`config.mk`:
```
export PLATFORM = sky130hd
export DESIGN_NAME = cmd_line_tx_flat
export DESIGN_NICKNAME = d
export VERILOG_FILES = /design/src/rtl/cmd_line_tx_pkg.sv /design/src/rtl/cmd_line_tx_if.sv /design/src/rtl/cmd_line_tx_uart_tx.sv /design/src/rtl/cmd_line_tx.sv /design/src/flat_wrapper.sv
export SDC_FILE = /design/constraint.sdc
export NUM_CORES = 1
export LEC_CHECK = 0
export BUFFER_PORTS_ARGS = -buffer_cell sky130_fd_sc_hd__buf_2
export CORE_MARGIN = 2
export CORE_UTILIZATION = 52
export CTS_BUF_LIST = sky130_fd_sc_hd__clkbuf_16
export CTS_CLUSTER_DIAMETER = 150
export DETAILED_ROUTE_END_ITERATION = 7
export PLACE_DENSITY_LB_ADDON = 0.08
export SLEW_MARGIN = 10
export SYNTH_ARGS = -nofsm -noshare
export SYNTH_HDL_FRONTEND = slang
export SYNTH_SLANG_ARGS = --single-unit
```
`constraint.sdc`:
```
create_clock -name clk -period 6.83 [get_ports clk]
set_input_delay 1.366 -clock clk [delete_from_list [all_inputs] [get_ports clk]]
set_output_delay 1.366 -clock clk [all_outputs]
set_load 0.1 [all_outputs]
```
`src/rtl/cmd_line_tx_pkg.sv`:
```
`default_nettype none
// ============================================================================
// Module   : cmd_line_tx_pkg
// Purpose  : Shared constants, state encoding and formatting helpers for the
//            command-line UART transmitter.
// Contents : line length, ASCII constants, top-level state enum, hex/decimal
//            digit helpers.
// Revision : 1.0 - initial release
// ============================================================================
package cmd_line_tx_pkg;

    // Bytes per transmitted line: "H XXX YYY\n"
    localparam int C_LINE_LEN = 10;

    localparam logic [7:0] C_ASCII_SPACE = 8'h20;
    localparam logic [7:0] C_ASCII_LF    = 8'h0A;
    localparam logic [7:0] C_ASCII_ZERO  = 8'h30;
    localparam logic [7:0] C_ASCII_A     = 8'h41;

    // Top-level line sequencer states
    typedef enum logic [1:0] {
        ST_IDLE = 2'd0,   // ready for a command
        ST_SEND = 2'd1,   // byte at the current index has just been handed over
        ST_WAIT = 2'd2    // serializer finishing the current byte
    } line_state_t;

    // Decimal digits of a 0..127 value
    typedef struct packed {
        logic [3:0] hundreds;
        logic [3:0] tens;
        logic [3:0] units;
    } dec3_t;

    // Upper-case hexadecimal ASCII digit of a nibble
    function automatic logic [7:0] hex_ascii(input logic [3:0] nib);
        logic [7:0] r_unused_free;
        r_unused_free = (nib < 4'd10) ? (C_ASCII_ZERO + {4'd0, nib})
                                      : (C_ASCII_A + {4'd0, nib - 4'd10});
        return r_unused_free;
    endfunction

    // ASCII character of a decimal digit 0..9
    function automatic logic [7:0] dec_ascii(input logic [3:0] dig);
        return C_ASCII_ZERO + {4'd0, dig};
    endfunction

    // Split a 7-bit value into hundreds (only 0 or 1 is possible), tens, units
    function automatic dec3_t to_dec3(input logic [6:0] val);
        logic [6:0] rem;
        dec3_t      d;
        d.hundreds = (val >= 7'd100) ? 4'd1 : 4'd0;
        rem        = (val >= 7'd100) ? (val - 7'd100) : val;
        d.tens     = 4'(rem / 7'd10);
        d.units    = 4'(rem % 7'd10);
        return d;
    endfunction

endpackage
`default_nettype wire

```
`src/rtl/cmd_line_tx_if.sv`:
```
`default_nettype none
// ============================================================================
// Module   : cmd_line_tx_if
// Purpose  : Command handshake bundle between a command producer and the
//            line transmitter.
// Signals  : cmd_valid (producer -> tx)  command present
//            cmd_ready (tx -> producer)  transmitter can accept
//            cmd_id[3:0], x[6:0], y[6:0] command payload
// Revision : 1.0 - initial release
// ============================================================================
interface cmd_line_tx_if;
    logic       cmd_valid;
    logic       cmd_ready;
    logic [3:0] cmd_id;
    logic [6:0] x;
    logic [6:0] y;

    modport master (
        output cmd_valid,
        output cmd_id,
        output x,
        output y,
        input  cmd_ready
    );

    modport slave (
        input  cmd_valid,
        input  cmd_id,
        input  x,
        input  y,
        output cmd_ready
    );
endinterface
`default_nettype wire

```
`src/rtl/cmd_line_tx_uart_tx.sv`:
```
`default_nettype none
// ============================================================================
// Module   : uart_tx
// Purpose  : 8N1 UART byte serializer. A start strobe loads a byte and the
//            frame begins on the very next cycle. A strobe during the final
//            stop-bit cycle chains a new frame with no idle gap.
// Ports    : clk, rst       clock, asynchronous active-high reset
//            i_start        load i_data and begin a frame
//            i_data[7:0]    byte to send
//            o_tx           serial line, idles high
//            o_done         high during the last cycle of the stop bit
// Revision : 1.0 - initial release
// ============================================================================
module uart_tx #(
    parameter int CLKS_PER_BIT = 217
) (
    input  wire logic       clk,
    input  wire logic       rst,
    input  wire logic       i_start,
    input  wire logic [7:0] i_data,
    output logic            o_tx,
    output logic            o_done
);

    localparam int                  C_BAUD_W    = (CLKS_PER_BIT > 1) ? $clog2(CLKS_PER_BIT) : 1;
    localparam logic [C_BAUD_W-1:0] C_BAUD_LAST = C_BAUD_W'(CLKS_PER_BIT - 1);
    localparam logic [3:0]          C_STOP_BIT  = 4'd9;

    logic                r_active;
    logic [C_BAUD_W-1:0] r_baud;
    logic [3:0]          r_bit;     // 0 = start, 1..8 = data, 9 = stop
    logic [8:0]          r_shift;   // remaining data bits with stop bit on top
    logic                r_tx;

    logic w_bit_end;
    assign w_bit_end = (r_baud == C_BAUD_LAST);

    always_ff @(posedge clk or posedge rst) begin
        if (rst) begin
            r_active <= 1'b0;
            r_baud   <= '0;
            r_bit    <= 4'd0;
            r_shift  <= 9'h1FF;
            r_tx     <= 1'b1;
        end else if (i_start) begin
            r_active <= 1'b1;
            r_baud   <= '0;
            r_bit    <= 4'd0;
            r_shift  <= {1'b1, i_data};
            r_tx     <= 1'b0;
        end else if (r_active) begin
            if (w_bit_end) begin
                r_baud <= '0;
                if (r_bit == C_STOP_BIT) begin
                    r_active <= 1'b0;
                    r_bit    <= 4'd0;
                    r_tx     <= 1'b1;
                end else begin
                    // The 1 shifted in at the top becomes the stop bit
                    r_bit   <= r_bit + 4'd1;
                    r_tx    <= r_shift[0];
                    r_shift <= {1'b1, r_shift[8:1]};
                end
            end else begin
                r_baud <= r_baud + 1'b1;
            end
        end
    end

    assign o_tx   = r_tx;
    assign o_done = r_active & (r_bit == C_STOP_BIT) & w_bit_end;

endmodule
`default_nettype wire

```
`src/rtl/cmd_line_tx.sv`:
```
`default_nettype none
// ============================================================================
// Module   : cmd_line_tx
// Purpose  : Formats an accepted command as the ASCII line "H XXX YYY\n" and
//            sends it over UART (8N1), bytes back to back.
// Ports    : clk, rst       clock, asynchronous active-high reset
//            cmd (slave)    cmd_valid/cmd_ready handshake, cmd_id, x, y
//            tx             UART line, idles high
//            busy           a line is being transmitted
// Params   : CLKS_PER_BIT   clk cycles per UART bit
// Revision : 1.0 - initial release
// ============================================================================
module cmd_line_tx
    import cmd_line_tx_pkg::*;
#(
    parameter int CLKS_PER_BIT = 217
) (
    input  wire logic     clk,
    input  wire logic     rst,
    cmd_line_tx_if.slave  cmd,
    output logic          tx,
    output logic          busy
);

    localparam logic [3:0] C_LAST_IDX = 4'(C_LINE_LEN - 1);

    line_state_t r_state;
    logic [3:0]  r_idx;
    logic [3:0]  r_id;
    logic [6:0]  r_x;
    logic [6:0]  r_y;
    logic        r_ready;
    logic        r_busy;

    logic        w_accept;
    logic        w_done;
    logic        w_last;
    logic        w_start;
    logic [3:0]  w_next_idx;
    logic [7:0]  w_line_byte;
    logic [7:0]  w_tx_byte;
    dec3_t       w_xd;
    dec3_t       w_yd;

    assign w_accept   = cmd.cmd_valid & r_ready;
    assign w_last     = (r_idx == C_LAST_IDX);
    assign w_next_idx = r_idx + 4'd1;
    assign w_xd       = to_dec3(r_x);
    assign w_yd       = to_dec3(r_y);

    // Byte that follows the one currently on the line
    always_comb begin
        w_line_byte = C_ASCII_LF;
        case (w_next_idx)
            4'd0:    w_line_byte = hex_ascii(r_id);
            4'd1:    w_line_byte = C_ASCII_SPACE;
            4'd2:    w_line_byte = dec_ascii(w_xd.hundreds);
            4'd3:    w_line_byte = dec_ascii(w_xd.tens);
            4'd4:    w_line_byte = dec_ascii(w_xd.units);
            4'd5:    w_line_byte = C_ASCII_SPACE;
            4'd6:    w_line_byte = dec_ascii(w_yd.hundreds);
            4'd7:    w_line_byte = dec_ascii(w_yd.tens);
            4'd8:    w_line_byte = dec_ascii(w_yd.units);
            default: w_line_byte = C_ASCII_LF;
        endcase
    end

    // Byte 0 is launched on the acceptance edge itself, before the command
    // registers are loaded, so it is taken straight from the input. Later
    // bytes are launched in the serializer's final stop-bit cycle so the
    // frames abut.
    assign w_start   = ((r_state == ST_IDLE) & w_accept) |
                       ((r_state == ST_WAIT) & w_done & ~w_last);
    assign w_tx_byte = (r_state == ST_IDLE) ? hex_ascii(cmd.cmd_id) : w_line_byte;

    always_ff @(posedge clk or posedge rst) begin
        if (rst) begin
            r_state <= ST_IDLE;
            r_idx   <= 4'd0;
            r_id    <= 4'd0;
            r_x     <= 7'd0;
            r_y     <= 7'd0;
            r_ready <= 1'b0;
            r_busy  <= 1'b0;
        end else begin
            case (r_state)
                ST_IDLE: begin
                    r_ready <= 1'b1;
                    if (w_accept) begin
                        r_id    <= cmd.cmd_id;
                        r_x     <= cmd.x;
                        r_y     <= cmd.y;
                        r_idx   <= 4'd0;
                        r_ready <= 1'b0;
                        r_busy  <= 1'b1;
                        r_state <= ST_SEND;
                    end
                end
                ST_SEND: begin
                    r_state <= ST_WAIT;
                end
                ST_WAIT: begin
                    if (w_done) begin
                        if (w_last) begin
                            r_idx   <= 4'd0;
                            r_ready <= 1'b1;
                            r_busy  <= 1'b0;
                            r_state <= ST_IDLE;
                        end else begin
                            r_idx   <= w_next_idx;
                            r_state <= ST_SEND;
                        end
                    end
                end
                default: begin
                    r_state <= ST_IDLE;
                end
            endcase
        end
    end

    assign cmd.cmd_ready = r_ready;
    assign busy          = r_busy;

    uart_tx #(
        .CLKS_PER_BIT (CLKS_PER_BIT)
    ) u_uart_tx (
        .clk     (clk),
        .rst     (rst),
        .i_start (w_start),
        .i_data  (w_tx_byte),
        .o_tx    (tx),
        .o_done  (w_done)
    );

endmodule
`default_nettype wire

```
`src/flat_wrapper.sv`:
```
// flat-port wrapper written by rule: the top's interface ports become plain ports
module cmd_line_tx_flat import cmd_line_tx_pkg::*;
#(
    parameter int CLKS_PER_BIT = 217
)
  (clk, rst, tx, busy, cmd_cmd_valid, cmd_cmd_id, cmd_x, cmd_y, cmd_cmd_ready);
  cmd_line_tx_if cmd_i ();
  input  wire logic clk;
  input  wire logic rst;
  output logic tx;
  output logic busy;
  input wire logic [$bits(cmd_i.cmd_valid)-1:0] cmd_cmd_valid;
  input wire logic [$bits(cmd_i.cmd_id)-1:0] cmd_cmd_id;
  input wire logic [$bits(cmd_i.x)-1:0] cmd_x;
  input wire logic [$bits(cmd_i.y)-1:0] cmd_y;
  output wire logic [$bits(cmd_i.cmd_ready)-1:0] cmd_cmd_ready;
  assign cmd_i.cmd_valid = cmd_cmd_valid;
  assign cmd_i.cmd_id = cmd_cmd_id;
  assign cmd_i.x = cmd_x;
  assign cmd_i.y = cmd_y;
  assign cmd_cmd_ready = cmd_i.cmd_ready;
  cmd_line_tx #(.CLKS_PER_BIT(CLKS_PER_BIT)) u_core (.clk(clk), .rst(rst), .cmd(cmd_i), .tx(tx), .busy(busy));
endmodule
```
==> flow_summary.json <==
{
  "grt_pass1_vias": 3445,
  "worst_pin_slew_ns": 1.001,
  "core_um2": 7687,
  "end_kind": "register",
  "ys.flop_type": "dfrtp_1",
  "place_area_um2": 4237,
  "yosys.area.top_type": "dfrtp_1",
  "grt_pass1_wl_um": 16790,
  "viasPerCell": 5.953,
  "rsz0062_at_grt": "false",
  "initial_core_util_pct": 53.21,
  "cts-hold-fix-buffers": 0,
  "crit_arrival_ns": 5.62,
  "postCtsResizedCells": 0,
  "die_w_um": 92.69,
  "drc": 0,
  "yosys_warnings": 0,
  "multi_input_area_um2": 2646,
  "cap_viol_max_count": 0,
  "syn_nets": 545,
  "slowest_stage": "dfrtp_1",
  "route.vias.total": 3691,
  "status": "completed",
  "peakVddDrop_mv": 0.2528,
  "cts_tree": "yes",
  "layout_commonest_cell": "nand2_1",
  "synth_edf_count": 0,
  "clock-sinks": 48,
  "critPathKind": "reg2reg",
  "io_pins": 24,
  "clkLatencyLatePin_ns": 0.29,
  "clock_path_buffers": 2,
  "wl_um": 9947,
  "r2r_slack_ns": 1.42,
  "dp_hpwl_um": 7672,
  "dpl.cell_count": 612,
  "intPower_mw": 1.201,
  "fin_crit_ns": 5.409,
  "syn_area_per_cell_um2": 8.180,
  "cp_common_cell": "ha_1",
  "max_slew_margin_pct": 33.20,
  "root_buffer": "clkbuf_16",
  "ys_top_cells_by_area": "dfrtp_1, ha_1, nand2_1",
  "skew_ns": 0.002821,
  "die-area_um2": 8591,
  "fp-row-count": 32,
  "required_ns": 7.04,
  "period_share_pct": 79.20,
  "dr.pass1.iters": 5,
  "synth-async-reset-ratio_pct": 100.0,
  "cts_setup_buffers": 0,
  "synth_cells": 500,
  "final_cell_area_um2": 4409,
  "yosys.area.top_type_share_pct": 23.86,
  "setup_violations": 0,
  "swShare_pct": 49.40,
  "seq_power_share_pct": 23.8,
  "clk_pin_slew_ns": 0.07,
  "power_frac_comb_pct": 63.9,
  "slew_viol_final": 0,
  "synth_cell_types": 75,
  "numCtsBuffers": 5,
  "drive_gt1_share_pct": 14.29,
  "syn_to_final_growth_pct": 7.801,
  "syn_area_um2": 4090,
  "nFillCells": 735,
  "yosysSeqAreaShare_pct": 29.64,
  "powerDensity_nw_per_um2": 538.5,
  "cpPeakStageDelay_ns": 0.57,
  "port_buffers": 23,
  "dr.first_iter.drc_count": 196,
  "path_delay_family": "compound AO/OA/AOI/OAI gates",
  "grt_max_degree": 49,
  "antenna_found_initial": 0,
  "crit_chain": "ha_1 > nand2_1 > a21o_1 > and3_2 > nor2_1 > inv_1 > ha_1 > a31oi_1 > o2111ai_1 > a31oi_1 > or2_4 > ha_1 > inv_1 > o21ai_0 > o211ai_1 > o211ai_2 > xnor2_1 > ha_1 > nor3_1 > mux2i_1 > o211ai_2 > mux2i_1 > o21ai_1",
  "drt-wirelength-per-cell_um": 16.04,
  "die_h_um": 92.69,
  "clock.fmax_ghz": 0.1849,
  "htree_levels": 2,
  "diodes": 0,
  "start_kind": "register",
  "crit_buf_inv": 2,
  "mostFrequentLayoutCells": "nand2_1, o21ai_0, dfrtp_1, a21oi_1, nor2_1",
  "regArea_um2": 1212,
  "ys_ff_latch": 48,
  "cp_max_fo": 10,
  "hold_path.class": "reg2reg",
  "antenna_left": 0,
  "hold_violations": 0,
  "stdcell_count": 620,
  "gr-total-overflow": 0,
  "tns_ns": 0,
  "place_congestion": 0.8901,
  "fin_util_pct": 57.36,
  "p_clk_share_pct": 12.3,
  "p_sw_mw": 1.173,
  "nNetsFinal": 562,
  "leakage_nw": 1.978,
  "globalRouteTotalUtil_pct": 24.36
}
==> registers in the layout, summed over array words and instances, names as in the netlist <==
name,count
u_core.u_uart_tx.r_baud,8
u_core.u_uart_tx.r_shift,8
u_core.r_x,7
u_core.r_y,7
u_core.r_id,4
u_core.r_idx,4
u_core.u_uart_tx.r_bit,4
u_core.r_state,2
u_core.busy,1
u_core.cmd.cmd_ready,1
u_core.u_uart_tx.o_tx,1
u_core.u_uart_tx.r_active,1
==> Yosys cell counts (3+ instances only) <==
cell type,number
mux2_2,4
dfrtp_1,39
mux2i_1,17
dfstp_2,9
or2_2,3
o22ai_1,8
nor2b_1,4
nand3b_1,3
a211oi_1,4
a31oi_1,9
nand3_1,19
inv_1,32
clkbuf_1,8
or3_1,3
and2_1,5
ha_1,24
nand2b_1,3
o21ai_0,44
nand2_1,80
nor3_1,12
and3_1,6
nor3b_1,3
o31ai_1,5
o211ai_1,3
buf_6,6
a31o_2,3
xnor2_1,7
xor2_1,8
a21oi_1,37
nor2_1,32
==> logic make-up (layout without fill, tap and decap cells) <==
kind of cell	Yosys count	count (layout)	synth area share [%]
xor gates and xnor gates	15	15	3.212
muxes	23	23	5.965
and+or+nand+nor	190	190	23.07
DFF	48	48	29.64
adders and majority gates	24	24	7.342
AOI/OAI and AO/OA	153	153	25.12
buffers and inverters	47	65	5.659
==> worst min-delay path: stages, from the launching register on <==
cell and delay, ns:
dfstp_2 0.37, nand2_1 0.05, nand2_1 0.05
==> metrics by stage <==
step | hold slack [ns] | total power [mW] | setup slack [ns]
6_report | 0.4682 | 2.374 | 1.421
5_1_grt | 0.4990 | 2.586 | 0.9289
4_1_cts | 0.4685 | 2.362 | 1.450
3_5_place_dp | 0.4575 | 2.062 | 1.481
3_3_place_gp | 0.4486 | 2.031 | 1.750
2_1_floorplan | 0.4393 | 1.754 | 2.220
==> layer usage <==
layer / global-route usage, % / vias up / share of wire, %
li1: - / 1840 / -
met2: 40.27 / 96 / 47
met5: 0 / - / 0
met1: 33.40 / 1742 / 47
met4: 5.882 / 0 / 1.5
met3: 4.231 / 13 / 4.1
==> power groups by stage <==
| stage | Combinational [mW] | Sequential, mW | Clock (mW) |
|---|---|---|---|
| after floorplan | 1.19 | 0.560 | 0 |
| after global placement | 1.47 | 0.566 | 0 |
| after detailed placement | 1.49 | 0.568 | 0 |
| after CTS | 1.50 | 0.564 | 0.295 |
| after global routing | 1.69 | 0.588 | 0.308 |
| final | 1.52 | 0.566 | 0.292 |
==> layout make-up <==
type / count / share of cell area [%]
Timing Repair Buffer: 25 / 2.951
Tap cell: 102 / 2.894
Clock inverter: 3 / 1.078
Multi-Input combinational cell: 405 / 60.02
Inverter: 32 / 2.724
Clock buffer: 5 / 2.838
Sequential cell: 48 / 27.50
==> path summary, 6_finish.rpt <==
path | startpoint | endpoint | cells past startpoint
max | u_core.r_idx[0]$_DFFE_PP0P_ | u_core.u_uart_tx.r_shift[2]$_DFFE_PP1P_ | 23
min | u_core.u_uart_tx.r_shift[7]$_DFFE_PP1P_ | u_core.u_uart_tx.r_shift[7]$_DFFE_PP1P_ | 2
max reg2reg | u_core.r_idx[0]$_DFFE_PP0P_ | u_core.u_uart_tx.r_shift[2]$_DFFE_PP1P_ | 23
min reg2reg | u_core.u_uart_tx.r_shift[7]$_DFFE_PP1P_ | u_core.u_uart_tx.r_shift[7]$_DFFE_PP1P_ | 2
max in group asynchronous | rst | u_core.r_y[3]$_DFFE_PP0P_ | 2
min in group asynchronous | rst | u_core.r_x[1]$_DFFE_PP0P_ | 2
Note: power is estimated with default switching activity, not from simulation.
